==> src/rtl/mac_acc_array.sv <==
// ============================================================================
// Module   : mac_acc_array
// Purpose  : Multi-beat accumulating MAC array, y(j) = sum_beats sum_i x(i)*w(i,j),
//            with the result held under a valid/ack handshake.
//            Define MAC_SAT_EN for saturating accumulation with sticky sat_flag.
// Revision : 1.0 - initial release
// ============================================================================
`default_nettype none

module mac_acc_array #(
    parameter int N_IN        = 4,
    parameter int N_OUT       = 4,
    parameter int MAC_IN_SIZE = 5,
    parameter int W_SIZE      = 5,
    parameter int ACC_SIZE    = 16,
    parameter int MAX_BEATS   = 8,
    localparam int CW         = $clog2(MAX_BEATS + 1)
) (
    input  logic                            clk,
    input  logic                            rst,
    input  logic                            in_ready,
    output logic                            in_accept,
    input  logic [CW-1:0]                   num_beats,
    input  logic [N_IN*MAC_IN_SIZE-1:0]     x_flat,
    input  logic [N_IN*N_OUT*W_SIZE-1:0]    w_flat,
    output logic [N_OUT*ACC_SIZE-1:0]       out_flat,
    output logic                            mac_ready,
    input  logic                            out_ack,
    output logic [N_OUT-1:0]                sat_flag
);

    localparam int C_PROD_W = MAC_IN_SIZE + W_SIZE;
    localparam int C_SUM_W  = C_PROD_W + $clog2(N_IN);

    typedef enum logic [1:0] {
        S_IDLE  = 2'd0,
        S_ACCUM = 2'd1,
        S_DONE  = 2'd2
    } state_t;

    state_t                      r_state;
    state_t                      w_state_next;
    logic [CW-1:0]               r_cnt;
    logic [CW-1:0]               r_n;
    logic [CW-1:0]               w_n_sel;
    logic signed [ACC_SIZE-1:0]  r_acc  [N_OUT];
    logic signed [ACC_SIZE-1:0]  r_out  [N_OUT];
    logic signed [ACC_SIZE-1:0]  w_next [N_OUT];
    logic signed [C_PROD_W-1:0]  w_x    [N_IN];
    logic signed [C_PROD_W-1:0]  w_w    [N_IN][N_OUT];
    logic signed [C_PROD_W-1:0]  w_prod [N_IN][N_OUT];
    logic signed [C_SUM_W-1:0]   w_beat [N_OUT];
    logic                        w_take;
    logic                        w_to_done;

    // Operands are widened to the product width so each multiply is full precision.
    for (genvar i = 0; i < N_IN; i++) begin : g_in
        assign w_x[i] = C_PROD_W'($signed(x_flat[i*MAC_IN_SIZE +: MAC_IN_SIZE]));
        for (genvar j = 0; j < N_OUT; j++) begin : g_w
            assign w_w[i][j]    = C_PROD_W'($signed(w_flat[(i*N_OUT+j)*W_SIZE +: W_SIZE]));
            assign w_prod[i][j] = w_x[i] * w_w[i][j];
        end
    end

    always_comb begin
        for (int j = 0; j < N_OUT; j++) begin
            w_beat[j] = '0;
            for (int i = 0; i < N_IN; i++) begin
                w_beat[j] = w_beat[j] + C_SUM_W'(w_prod[i][j]);
            end
        end
    end

`ifdef MAC_SAT_EN
    localparam int C_EXT_W = ((C_SUM_W > ACC_SIZE) ? C_SUM_W : ACC_SIZE) + 1;

    logic [N_OUT-1:0] r_sat;
    logic [N_OUT-1:0] w_clamp;

    // Extra headroom bit lets overflow be detected from the top bits alone.
    for (genvar j = 0; j < N_OUT; j++) begin : g_sat
        logic signed [C_EXT_W-1:0] w_base;
        logic signed [C_EXT_W-1:0] w_sum;
        logic [C_EXT_W-ACC_SIZE:0] w_top;
        assign w_base     = (r_state == S_IDLE) ? {C_EXT_W{1'b0}} : C_EXT_W'(r_acc[j]);
        assign w_sum      = w_base + C_EXT_W'(w_beat[j]);
        assign w_top      = w_sum[C_EXT_W-1:ACC_SIZE-1];
        assign w_clamp[j] = ~((&w_top) | ~(|w_top));
        assign w_next[j]  = !w_clamp[j] ? w_sum[ACC_SIZE-1:0] :
                            w_sum[C_EXT_W-1] ? {1'b1, {(ACC_SIZE-1){1'b0}}} :
                                               {1'b0, {(ACC_SIZE-1){1'b1}}};
    end

    assign sat_flag = r_sat;
`else
    for (genvar j = 0; j < N_OUT; j++) begin : g_wrap
        logic signed [ACC_SIZE-1:0] w_base;
        assign w_base    = (r_state == S_IDLE) ? {ACC_SIZE{1'b0}} : r_acc[j];
        assign w_next[j] = w_base + ACC_SIZE'(w_beat[j]);
    end

    assign sat_flag = '0;
`endif

    for (genvar j = 0; j < N_OUT; j++) begin : g_out
        assign out_flat[j*ACC_SIZE +: ACC_SIZE] = r_out[j];
    end

    assign in_accept = (r_state != S_DONE);
    assign mac_ready = (r_state == S_DONE);
    assign w_take    = in_ready && in_accept;
    assign w_n_sel   = (num_beats == '0)            ? CW'(1) :
                       (num_beats > CW'(MAX_BEATS)) ? CW'(MAX_BEATS) : num_beats;
    assign w_to_done = w_take && ((r_state == S_IDLE) ? (w_n_sel == CW'(1))
                                                      : (r_cnt + CW'(1) == r_n));

    always_ff @(posedge clk) begin
        if (rst) begin
            r_state <= S_IDLE;
        end else begin
            r_state <= w_state_next;
        end
    end

    always_comb begin
        w_state_next = r_state;
        case (r_state)
            S_IDLE:  if (w_take) w_state_next = w_to_done ? S_DONE : S_ACCUM;
            S_ACCUM: if (w_to_done) w_state_next = S_DONE;
            S_DONE:  if (out_ack) w_state_next = S_IDLE;
            default: w_state_next = S_IDLE;
        endcase
    end

    always_ff @(posedge clk) begin
        if (rst) begin
            r_cnt <= '0;
            r_n   <= '0;
            for (int j = 0; j < N_OUT; j++) begin
                r_acc[j] <= '0;
                r_out[j] <= '0;
            end
`ifdef MAC_SAT_EN
            r_sat <= '0;
`endif
        end else if (w_take) begin
            if (r_state == S_IDLE) begin
                r_n   <= w_n_sel;
                r_cnt <= CW'(1);
`ifdef MAC_SAT_EN
                r_sat <= w_clamp;
`endif
            end else begin
                r_cnt <= r_cnt + CW'(1);
`ifdef MAC_SAT_EN
                r_sat <= r_sat | w_clamp;
`endif
            end
            for (int j = 0; j < N_OUT; j++) begin
                r_acc[j] <= w_next[j];
                if (w_to_done) r_out[j] <= w_next[j];
            end
        end
    end

endmodule

`default_nettype wire

==> config.mk <==
export PLATFORM = sky130hd
export DESIGN_NAME = mac_acc_array
export DESIGN_NICKNAME = d
export VERILOG_FILES = /design/src/rtl/mac_acc_array.sv
export SDC_FILE = /design/constraint.sdc
export NUM_CORES = 2
export LEC_CHECK = 0
export ABC_AREA = 1
export CAP_MARGIN = 0
export CORE_MARGIN = 1
export CORE_UTILIZATION = 60
export DETAILED_ROUTE_END_ITERATION = 16
export PLACE_DENSITY_LB_ADDON = 0.25
export SETUP_SLACK_MARGIN = 0.15
export SYNTH_ARGS = -nofsm -noshare
export SYNTH_HDL_FRONTEND = slang
export SYNTH_SLANG_ARGS = --single-unit
==> constraint.sdc <==
create_clock -name clk -period 15.3 [get_ports clk]
set_input_delay 3.06 -clock clk [delete_from_list [all_inputs] [get_ports clk]]
set_output_delay 3.06 -clock clk [all_outputs]
set_load 0.03 [all_outputs]
==> impl_metrics.tcl <==
set metrics [dict create \
    maxSlewHeadroom_pct 22.3 \
    firstDrtPassIters 5 \
    cts.clk_slew.worst_paths_ns 0.06 \
    cpLargestDelayFamily "adder cells" \
    drive_above_1_share_pct 3.21 \
    report.final.slew_viol_count 0 \
    worstPathMaxFanout 17 \
    hp-start "r_cnt[3]$_SDFFE_PP0P_" \
    insertion_delay_ns 0.49 \
    status "finished clean" \
    die-area_sq_mm 0.0519 \
    cpMostUsedCell "fa_1" \
    final_cell_mix "inv_1 (1099), fa_1 (670), nand2_1 (537)" \
    drv_cap 0 \
    htreeDepth 4 \
    cts.sinks 138 \
    area_delta_synth_final_pct 9.80 \
    holdWs_ns 0.493 \
    regToRegSetupSlack_ns 8.23 \
    top_usage_layer "met2" \
    grt_setup_unrepaired "false" \
    timing_hold_violations_final 0 \
    tightest_slew_ns 1.16 \
    reg2reg_to "r_acc[2][11]$_SDFFCE_PN0P_" \
    worstSetupPathType "input port to flip-flop" \
    crit_chain "clkdlybuf4s50_1, nand2_1, inv_1, fa_1, fa_1, inv_1, fa_1, fa_1, inv_1, fa_1, fa_1, inv_1, fa_1, inv_1, ha_1, inv_1, o21bai_1, a31oi_1, nand3_1, xor2_1, nor2_1" \
    yosysWarningCount 0 \
    synthTopCellsByArea "fa_1 (44%), inv_1 (13%), edfxtp_1 (13%)" \
    fin_crit_sh_pct 63.2 \
    finClkSkew_ns 0.0191 \
    cts_tree "done" \
    fin_tns_setup_ns 0 \
    ys_ff_latch 138 \
    grtUsageMet2_pct 49.4 \
    crit_arrival_ns 9.86 \
    start_util_pct 60.9 \
    worst_path_max_delay_cell "clkdlybuf4s50_1" \
    use_met3_pct 6.11 \
    grt_max_degree 66 \
    ctsHoldBuffers 0 \
    rows 82 \
    fp.dieW_microns 228 \
    synth_edf_count 128 \
    min_path_cells 2 \
    clockBufferDepth 2 \
    core-area_sq_mm 0.0502 \
    synthCells 3367 \
    cts-root-buf "clkbuf_16" \
    crit_buf_inv 7 \
    reg2reg_depth 21 \
    max_freq_mhz 103 \
    num_vias 21100 \
    fin_nets 4567 \
    async_flop_share_pct 0 \
    routed_wl_mm 69.8 \
    wire_per_inst_microns 16.6 \
    drc 0 \
    hpwlAfterDp_mm 59.0 \
    r2r-start "r_state[1]$_SDFFE_PP0P_" \
    grt_usage_pct 29.5 \
    dpl.cell_count 4160 \
    finalNonFillerCells 4196 \
    worstSetupEndpointType "flip-flop" \
    synthDistinctLibCells 41 \
    cp_data_required_time_ns 15.48 \
    avgSynthCellArea_sq_um 9.08 \
    grt_use_met1_pct 38.3 \
    yosysTopAreaCellShare_pct 43.9 \
    cts_buffers 17 \
    dieHeight_microns 228 \
    place_congestion 0.900 \
    drt_iter0_markers 1198 \
    post_cts_resized 0 \
    hold_end "r_cnt[3]$_SDFFE_PP0P_" \
    grt_pass1_wl_mm 118 \
    grt_antenna_before_repair 6 \
    ant_nets 0 \
    post-cts-setup-buffers 0 \
    min_period_ns 9.67 \
    grt_pass1_vias 23400 \
    viasPerCell 5.03 \
    io_pins 178 \
    grt-ovfl-total 0 \
    final_common_cell "inv_1" \
    slowest_delay_ns 1.03 \
    fillers 3996 \
    yosysTopAreaCell "fa_1" \
    port_buffers 173 \
    yosysSeqAreaShare_pct 13.2 \
    startpoint_type "input port" \
    hold_path_class "flip-flop to flip-flop" \
    synth_flop_cell "edfxtp_1" \
    setup_violations 0 \
    synth_area_sq_mm 0.0306 \
]
## flip-flops by register name, summed over array words and instances (netlist names)
| register | cells |
|---|---|
| r_acc | 64 |
| r_n | 4 |
| r_state | 2 |
| r_cnt | 4 |
| r_out | 64 |
## layer usage
metal / share of wire [%] / routed length [microns]
met1: 41 / 28400
met2: 49 / 34400
met3: 7.0 / 4860
met4: 3.0 / 2090
met5: 0.047 / 33
## cell families (layout without fill, tap and decap cells)
| family | after synthesis | count (layout) | synth area share [%] |
|---|---|---|---|
| AND/OR/NAND/NOR | 904 | 904 | 12.2 |
| other | 1 | 8 | 0.0123 |
| flip-flops | 138 | 138 | 13.2 |
| adder cells (fa/ha/maj) | 952 | 952 | 55.4 |
| AO/OA/AOI/OAI | 114 | 114 | 2.05 |
| buffers and inverters | 1172 | 1322 | 14.6 |
| XOR/XNOR | 86 | 86 | 2.46 |
## worst reg2reg max path, delay by kind of cell, from the launching register on
family / cells / cell delay [ns]
adders and majority gates: 8 / 3.82
and+or+nand+nor: 4 / 1.06
buffers and inverters: 5 / 0.71
AOI/OAI and AO/OA: 3 / 0.54
DFF: 1 / 0.34
xor gates and xnor gates: 1 / 0.32
## Yosys cell counts (5+ instances only)
library cell  number
nor2_1           232
clkbuf_1          50
ha_1             282
a31oi_1            8
buf_6              5
inv_1           1099
nor3_1             8
nor2_4            12
edfxtp_1         128
xnor2_1           36
xor2_1            50
o21bai_1          10
a21oi_1           53
fa_1             670
nand3_1           50
nand2_1          539
buf_2              7
dfxtp_1           10
o21ai_0           33
nor2_2            45
nand4_1            6
## metrics by stage
step                      setup WS, ns  utilization (%)  area, sq um
after floorplan                   6.37                -        30600
after global placement            5.34             65.7        33000
after detailed placement          5.26             65.7        33000
after CTS                         5.70             66.9        33600
after global routing              5.28             66.9        33600
final                             5.63             66.9        33600
## final cells by class
cell class	count	area (sq um)	share of cell area, %
clock buffers	24	557	1.66
repair buffers	187	1840	5.47
multi-input cells	2060	22100	65.8
inverters	1103	4140	12.3
flip-flops and latches	138	4040	12.0
diodes	4	10.0	0.0298
clock inverters	8	51.3	0.153
well taps	672	841	2.50
## worst max path at each step
stage,startpoint,endpoint,slack [ns],cells after the start
2_1_floorplan,x_flat[4],r_acc[2][11]$_SDFFCE_PN0P_,6.37,21
3_3_place_gp,x_flat[14],r_acc[2][15]$_SDFFCE_PN0P_,5.34,22
3_5_place_dp,x_flat[14],r_acc[3][13]$_SDFFCE_PN0P_,5.26,21
4_1_cts,x_flat[14],r_acc[3][13]$_SDFFCE_PN0P_,5.70,21
5_1_grt,x_flat[14],r_acc[3][15]$_SDFFCE_PN0P_,5.28,24
6_report,x_flat[14],r_acc[3][13]$_SDFFCE_PN0P_,5.63,21
Power is not shown: default switching activity piles up to over one toggle a cycle in this logic, so the estimate is an artifact.
